File: src/rtl/fft8_frame_loader.sv
// Purpose: serial-to-parallel loader; gathers N samples into a fill bank and hands them to a hold bank.
// Latency: frame_valid rises one edge after the edge that accepts the Nth sample, if the hold bank is free.
// Backpressure: din_ready falls only when the fill bank is full and the held frame is not being taken.
module fft8_frame_loader #(
  parameter int W = 12,
  parameter int N = 8
) (
  input  logic           clk,
  input  logic           rst_n,
  input  logic [W-1:0]   din,
  input  logic           din_valid,
  input  logic           din_first,
  output logic           din_ready,
  output logic [N*W-1:0] frame,
  output logic           frame_valid,
  input  logic           frame_ready,
  output logic [7:0]     frame_seq,
  output logic [7:0]     drop_cnt
);

  localparam int CW = $clog2(N + 1);
  localparam logic [CW-1:0] COUNT_FULL = CW'(N);
  localparam logic [CW-1:0] COUNT_ONE  = CW'(1);

  logic [N*W-1:0] fill_q, fill_d;
  logic [CW-1:0]  count_q, count_d;
  logic [N*W-1:0] frame_q, frame_d;
  logic           frame_valid_q, frame_valid_d;
  logic [7:0]     frame_seq_q, frame_seq_d;
  logic [7:0]     next_seq_q, next_seq_d;
  logic [7:0]     drop_q, drop_d;

  logic           full;
  logic           hold_free;
  logic           move;
  logic           accept;
  logic [CW-1:0]  base;

  // Handshake decode: a full fill bank empties into the hold bank whenever the hold bank is free.
  always_comb begin
    full      = (count_q == COUNT_FULL);
    hold_free = !frame_valid_q || frame_ready;
    move      = full && hold_free;
    din_ready = !full || hold_free;
    accept    = din_valid && din_ready;
    // Write position after a same-cycle move restarts at slot 0.
    base      = move ? '0 : count_q;
  end

  // Next-state: hold bank update on move/transfer, fill bank write and partial-frame abort on accept.
  always_comb begin
    fill_d        = fill_q;
    count_d       = base;
    frame_d       = frame_q;
    frame_valid_d = frame_valid_q;
    frame_seq_d   = frame_seq_q;
    next_seq_d    = next_seq_q;
    drop_d        = drop_q;

    if (move) begin
      frame_d       = fill_q;
      frame_valid_d = 1'b1;
      frame_seq_d   = next_seq_q;
      next_seq_d    = next_seq_q + 8'd1;
    end else if (frame_valid_q && frame_ready) begin
      frame_valid_d = 1'b0;
    end

    if (accept) begin
      if (din_first && (base != '0)) begin
        // A new frame start abandons the partial frame; only the count matters, stale slots get overwritten.
        fill_d[W-1:0] = din;
        count_d       = COUNT_ONE;
        if (drop_q != 8'hFF) begin
          drop_d = drop_q + 8'd1;
        end
      end else begin
        for (int k = 0; k < N; k++) begin
          if (CW'(k) == base) begin
            fill_d[k*W +: W] = din;
          end
        end
        count_d = base + COUNT_ONE;
      end
    end
  end

  // State registers with synchronous active-low reset.
  always_ff @(posedge clk) begin
    if (!rst_n) begin
      fill_q        <= '0;
      count_q       <= '0;
      frame_q       <= '0;
      frame_valid_q <= 1'b0;
      frame_seq_q   <= 8'd0;
      next_seq_q    <= 8'd0;
      drop_q        <= 8'd0;
    end else begin
      fill_q        <= fill_d;
      count_q       <= count_d;
      frame_q       <= frame_d;
      frame_valid_q <= frame_valid_d;
      frame_seq_q   <= frame_seq_d;
      next_seq_q    <= next_seq_d;
      drop_q        <= drop_d;
    end
  end

  assign frame       = frame_q;
  assign frame_valid = frame_valid_q;
  assign frame_seq   = frame_seq_q;
  assign drop_cnt    = drop_q;

endmodule

File: config.mk
export PLATFORM = sky130hd
export DESIGN_NAME = fft8_frame_loader
export DESIGN_NICKNAME = d
export VERILOG_FILES = /design/src/rtl/fft8_frame_loader.sv
export SDC_FILE = /design/constraint.sdc
export NUM_CORES = 1
export LEC_CHECK = 0
export CAP_MARGIN = 10
export CORE_MARGIN = 5
export CORE_UTILIZATION = 48
export CTS_CLUSTER_DIAMETER = 80
export DETAILED_ROUTE_END_ITERATION = 6
export PLACE_DENSITY = 0.73
export SYNTH_ARGS = -nofsm -noshare
export SYNTH_HDL_FRONTEND = slang
export SYNTH_SLANG_ARGS = --single-unit
File: constraint.sdc
create_clock -name clk -period 1.7 [get_ports clk]
set_input_delay 0.17 -clock clk [delete_from_list [all_inputs] [get_ports clk]]
set_output_delay 0.17 -clock clk [all_outputs]
set_load 0.01 [all_outputs]
==> impl_metrics.tcl, run 1 <==
set metrics [dict create \
    status "complete, but fails checks" \
    violations "setup timing" \
    syn_nets 993 \
    wl_microns 21910 \
    cts_tree "done" \
    clockBufferDepth 3 \
    route.detailed.drc 0 \
    setup_ws_ns -0.05041 \
    syn_area_sq_mm 0.008132 \
    antenna_found_initial 0 \
    ys_seq_area_share_pct 54.41 \
    placementRows 47 \
    crit_top_cell "buf_12" \
    cts-htree-levels 1 \
    max_stage_delay_ns 0.32 \
    wire_per_inst_microns 16.10 \
    peakVddDrop_uv 692.8 \
    start_util_pct 49.03 \
    fin_nets 1150 \
    core_sq_mm 0.01658 \
    synth_area_leaders "dfxtp_1 54%, nand2_1 15%, a21oi_1 10%, mux2i_1 4.7%, nand3_1 4.2%" \
    required_ns 2.06 \
    wl_met3_microns 1337 \
    clkSinkCount 221 \
    post-route-period-util_pct 103.0 \
    r2r_start "count_q[1]" \
    cap_violations 0 \
    min_path_type "input pin to flop" \
    yosys.area.top_type "dfxtp_1" \
    skew_ns 0.01142 \
    p_total_uw 10570 \
    rsz0062_at_grt "yes" \
    holdCritStartpoint "rst_n" \
    path_delay_family "buffers and inverters" \
    io_buffers 130 \
    first_global_vias 6930 \
    vias 7186 \
    drt_iter0_drc 578 \
    synth_top_area_share_pct 54.41 \
    gr-total-overflow 0 \
    slew_headroom_pct 55.67 \
    fp.dieW_microns 140.2 \
    ys_ff_latch 221 \
    path_clk_slew_ns 0.06 \
    via_per_inst 5.280 \
    track_usage_pct 21.43 \
    leakagePower_uw 0.003755 \
    place_area_sq_mm 0.01001 \
    timing.fmax_ghz 0.5713 \
    crit_slowest_cell "dfxtp_2" \
    synth_common_cells "318 x nand2_1, 221 x dfxtp_1, 163 x a21oi_1" \
    tightest_slew_ns 0.6606 \
    synth_edf_count 0 \
    setup_viol 2 \
    critPathBufInv 5 \
    powerDensity_mw_per_mm2 955.2 \
    critPathMaxFanout 10 \
    cts_buffers 23 \
    dpl.cell_count 1308 \
    worstPathArrival_ns 2.11 \
    synth_cell_types 43 \
    ys.warnings.count 0 \
    avgSynthCellArea_sq_um 8.383 \
    ctsRootBufferMaster "clkbuf_16" \
    num_io_pins 131 \
    slew_violations 0 \
    fin_cells 1361 \
    fin_util_pct 66.72 \
    dieArea_sq_mm 0.01964 \
    detail-route-antenna-nets 0 \
    drive_gt1_share_pct 12.71 \
    synth.most_common_cell "nand2_1" \
    crit_type "flop to flop" \
    dp_hpwl_microns 14340 \
    finalHoldViolCount 0 \
    cp-end-kind "flop" \
    period_minus_slack_ns 1.750 \
    clk_latency_ns 0.50 \
    wl_met1_microns 9495 \
    async_reset_ff_share_pct 0 \
    grt_max_degree 62 \
    cts-hold-fix-buffers 0 \
    firstDrtPassIters 5 \
    top_layer "met4" \
    start_kind "flop" \
    synthFlopType "dfxtp_1" \
    wl_met2_microns 10480 \
    syn_inst 970 \
    syn_to_final_growth_pct 36.07 \
    path_cells "inv_2 > ha_4 > buf_6 > nor2b_4 > buf_4 > nand3_4 > buf_12 > buf_12 > a21oi_1 > nor3_1" \
    finalWeightedCongestion 0.8397 \
    critical_path.startpoint "count_q[1]" \
    final_area_sq_mm 0.01106 \
    grt_pass1_wl_microns 35200 \
    antenna_cells 0 \
    fp.dieH_microns 140.2 \
]
==> through the flow <==
step	setup slack [ns]	setup TNS [ns]	hold WS (ns)
detailed placement	-0.5276	-34.24	0.4439
CTS	-0.1346	-0.1605	0.09490
finish	-0.05041	-0.09677	0.1163
global placement	-0.4638	-29.55	0.4393
global route	-0.1327	-1.816	0.1408
floorplan	0.003802	0	0.3175
==> registers in the layout (all words and copies together) (netlist names) <==
register and count:
fill_q 96, frame 96, drop_cnt 8, frame_seq 8, next_seq_q 8, count_q 4
frame_valid 1
==> tightest hold or removal path: cells and delay by family <==
family        cells  cell delay, ns
simple gates      1            0.12
mux               1            0.06
buf+inv           1            0.21
==> path summary, 6_finish.rpt <==
| check | depth (start not counted) | end | slack [ns] |
|---|---|---|---|
| setup / recovery | 10 | count_q[0] | -0.05 |
| hold / removal | 3 | fill_q[47] | 0.12 |
| setup reg to reg | 10 | count_q[0] | -0.05 |
| hold reg to reg | 2 | frame[75] | 0.45 |
==> cells by family (layout without fill, tap and decap cells) <==
group                    after synthesis  count (layout)  share of synthesized area [%]
multiplexers                          38              38                          4.678
flip-flops                           221             221                          54.41
AO/OA/AOI/OAI                        186             186                          11.71
AND/OR/NAND/NOR                      432             433                          22.87
adder cells (fa/ha/maj)                6               6                         0.9232
buffers and inverters                 79             249                          4.554
XOR/XNOR                               8               8                         0.8617
==> area by class of cell <==
cell class              count  area [sq um]
multi-input cells         671          3515
inverters                   8         32.53
clock buffers              28         624.3
fillers                  1339          5519
well taps                 220         275.3
flip-flops and latches    221          4428
repair buffers            202          2087
clock inverters            11         102.6
==> power breakdown <==
group	internal [uW]	total [uW]	switching, uW
logic	199	517	319
registers	5220	5250	26.4
clock network	2770	4800	2030
total	8200	10600	2370
==> layer usage <==
| layer | GRT usage, % | vias to the layer above |
|---|---|---|
| met5 | 0 | - |
| met4 | 7.700 | 0 |
| met3 | 4.601 | 44 |
| met2 | 34.68 | 196 |
| met1 | 28.37 | 3392 |
| li1 | - | 3554 |
==> cells in the final DEF (no fill, tap or decap), types with 3 or more instances in the layout <==
master and n:
clkbuf_16 25, clkinv_2 5, inv_1 5, o21ai_0 15, buf_12 15, xnor2_1 8
dlymetal6s2s_1 4, a21oi_1 158, a21oi_2 4, nand2b_1 3, clkbuf_8 3, dfxtp_2 3
buf_4 50, clkinvlp_4 3, clkdlybuf4s50_1 122, buf_6 6, nand4_1 3, nand3_1 67
ha_1 4, nor2_1 9, nand2_1 316, dfxtp_1 218, nor4_1 4, mux2i_1 38
==> repair_timing <==
action                                  4_1_cts  5_1_grt
endpoints found under the setup margin       82       44
setup buffers                                 4        6
gates cloned                                  0        4
pin swaps                                     5        6
hold endpoints to repair                      0        0
resized for setup                            14       22
(Power assumes the default switching activity.)
==> run 2, diff against run 1 <==
--- a/config.mk
+++ b/config.mk
@@ -8,7 +8,6 @@
 export CAP_MARGIN = 10
 export CORE_MARGIN = 5
 export CORE_UTILIZATION = 48
-export CTS_CLUSTER_DIAMETER = 80
 export DETAILED_ROUTE_END_ITERATION = 6
 export PLACE_DENSITY = 0.73
 export SYNTH_ARGS = -nofsm -noshare
==> constraint.sdc (replaced) <==
create_clock -name clk -period 1.4 [get_ports clk]
set_input_delay 0.14 -clock clk [delete_from_list [all_inputs] [get_ports clk]]
set_output_delay 0.14 -clock clk [all_outputs]
set_load 0.01 [all_outputs]
==> impl_metrics.tcl, run 2 (synthesis results as in run 1) <==
set metrics [dict create \
    reg2reg_slack_ns -0.53 \
    clk_latency_ns 0.53 \
    drive_gt1_share_pct 53.99 \
    busiest_layer "met2" \
    route.detailed.drc 0 \
    required_ns 1.82 \
    status "complete, but fails checks" \
    fin_nets 1226 \
    skew_ns 0.01809 \
    wl_microns 42880 \
    crit_type "flop to flop" \
    num_io_pins 131 \
    setup_viol 223 \
    p_total_uw 14050 \
    drt_iter0_drc 955 \
    min_to "fill_q[11]" \
    start_util_pct 49.03 \
    setup_ws_ns -0.5290 \
    fillers 554 \
    cap_violations 0 \
    finalHoldViolCount 0 \
    grt_util_met3_pct 4.703 \
    finalWeightedCongestion 0.8536 \
    post-route-period-util_pct 137.8 \
    detail-route-antenna-nets 0 \
    firstDrtPassIters 5 \
    tightest_slew_ns 0.6984 \
    dp_hpwl_microns 14720 \
    clockBufferDepth 3 \
    syn_to_final_growth_pct 81.51 \
    fin_util_pct 89.00 \
    grt_max_degree 37 \
    start_kind "flop" \
    powerDensity_mw_per_mm2 951.9 \
    clkSinkCount 221 \
    placementRows 47 \
    min_path_type "input pin to flop" \
    cts_buffers 22 \
    fin_setup_tns_ns -74.54 \
    grt_util_met2_pct 44.18 \
    fp.dieW_microns 140.2 \
    critPathMaxFanout 12 \
    layout_common_cells "214 x dfxtp_1, 153 x a21oi_2, 143 x nand2_4" \
    cts_tree "done" \
    cts-hold-fix-buffers 0 \
    path_clk_slew_ns 0.08 \
    hold_path_depth 3 \
    leakagePower_uw 0.006253 \
    critical_path.startpoint "count_q[1]" \
    slew_violations 0 \
    vias 9408 \
    r2r_start "count_q[1]" \
    io_buffers 130 \
    dieArea_sq_mm 0.01964 \
    worstPathArrival_ns 2.35 \
    track_usage_pct 26.68 \
    core_sq_mm 0.01658 \
    timing.fmax_ghz 0.5184 \
    first_global_vias 7934 \
    ff2ff_path_depth 8 \
    grt_pass1_wl_microns 42970 \
    cp-end-kind "flop" \
    r2r_end "fill_q[13]" \
    holdCritStartpoint "rst_n" \
    antenna_found_initial 1 \
    gr-total-overflow 0 \
    period_minus_slack_ns 1.929 \
    ctsRootBufferMaster "clkbuf_16" \
    fp.dieH_microns 140.2 \
    use_met1_pct 34.42 \
    violations "setup timing" \
    cts-htree-levels 1 \
    slew_headroom_pct 53.10 \
    peakVddDrop_uv 1683 \
    rsz0062_at_grt "yes" \
    via_per_inst 6.542 \
    layout_commonest_cell "dfxtp_1" \
    wire_per_inst_microns 29.82 \
]
==> run 2: power by group <==
group          switching (uW)  internal, uW
sequential               60.5          6340
clock                    2760          3870
combinational             655           373
total                    3470         10600
==> run 2: area by class of cell <==
cell class	count	area, sq um	area share [%]
Timing Repair Buffer	279	3309	22.42
Multi-Input combinational cell	671	5926	40.15
Antenna cell	1	2.502	0.01695
Inverter	8	32.53	0.2204
Sequential cell	221	4438	30.07
Clock inverter	5	102.6	0.6951
Tap cell	220	275.3	1.865
Clock buffer	33	673.1	4.561
==> run 2: stage by stage <==
stage	setup slack (ns)	instances	cell area (sq um)	hold slack, ns
6_report	-0.5290	1438	14760	0.2496
5_1_grt	-0.5388	1437	14760	0.2497
4_1_cts	-0.2783	1406	12330	0.1922
3_5_place_dp	-0.4490	1331	10260	0.4424
3_3_place_gp	-0.3807	1331	10260	0.4362
2_1_floorplan	-0.1712	970	8398	0.2875
==> run 2: worst max path at each step <==
stage / cells after the start / end
after CTS: 11 / frame[12]
after floorplan: 7 / count_q[2]
after global routing: 5 / fill_q[60]
after detailed placement: 6 / fill_q[19]
after global placement: 6 / fill_q[16]
final: 8 / fill_q[13]
==> run 2: worst max-delay path: stages, from the launching register on <==
cell     delay, ns
dfxtp_2       0.34
inv_2         0.11
ha_4          0.18
buf_6         0.15
buf_6         0.12
a21oi_4       0.08
nor4b_4       0.34
buf_12        0.20
mux2i_1       0.28
==> run 2: repair_timing <==
action	4_1_cts	5_1_grt
gates cloned	15	23
pin swaps	108	225
endpoints found under the setup margin	311	231
setup buffers	35	23
resized for setup	348	547
==> run 2: layer usage <==
metal / routed length, microns / share of wire (%) / up-vias
li1: - / - / 3722
met1: 14740 / 34 / 4531
met5: 12 / 0.028 / -
met2: 19700 / 46 / 829
met4: 3928 / 9.2 / 2
met3: 4498 / 10 / 324
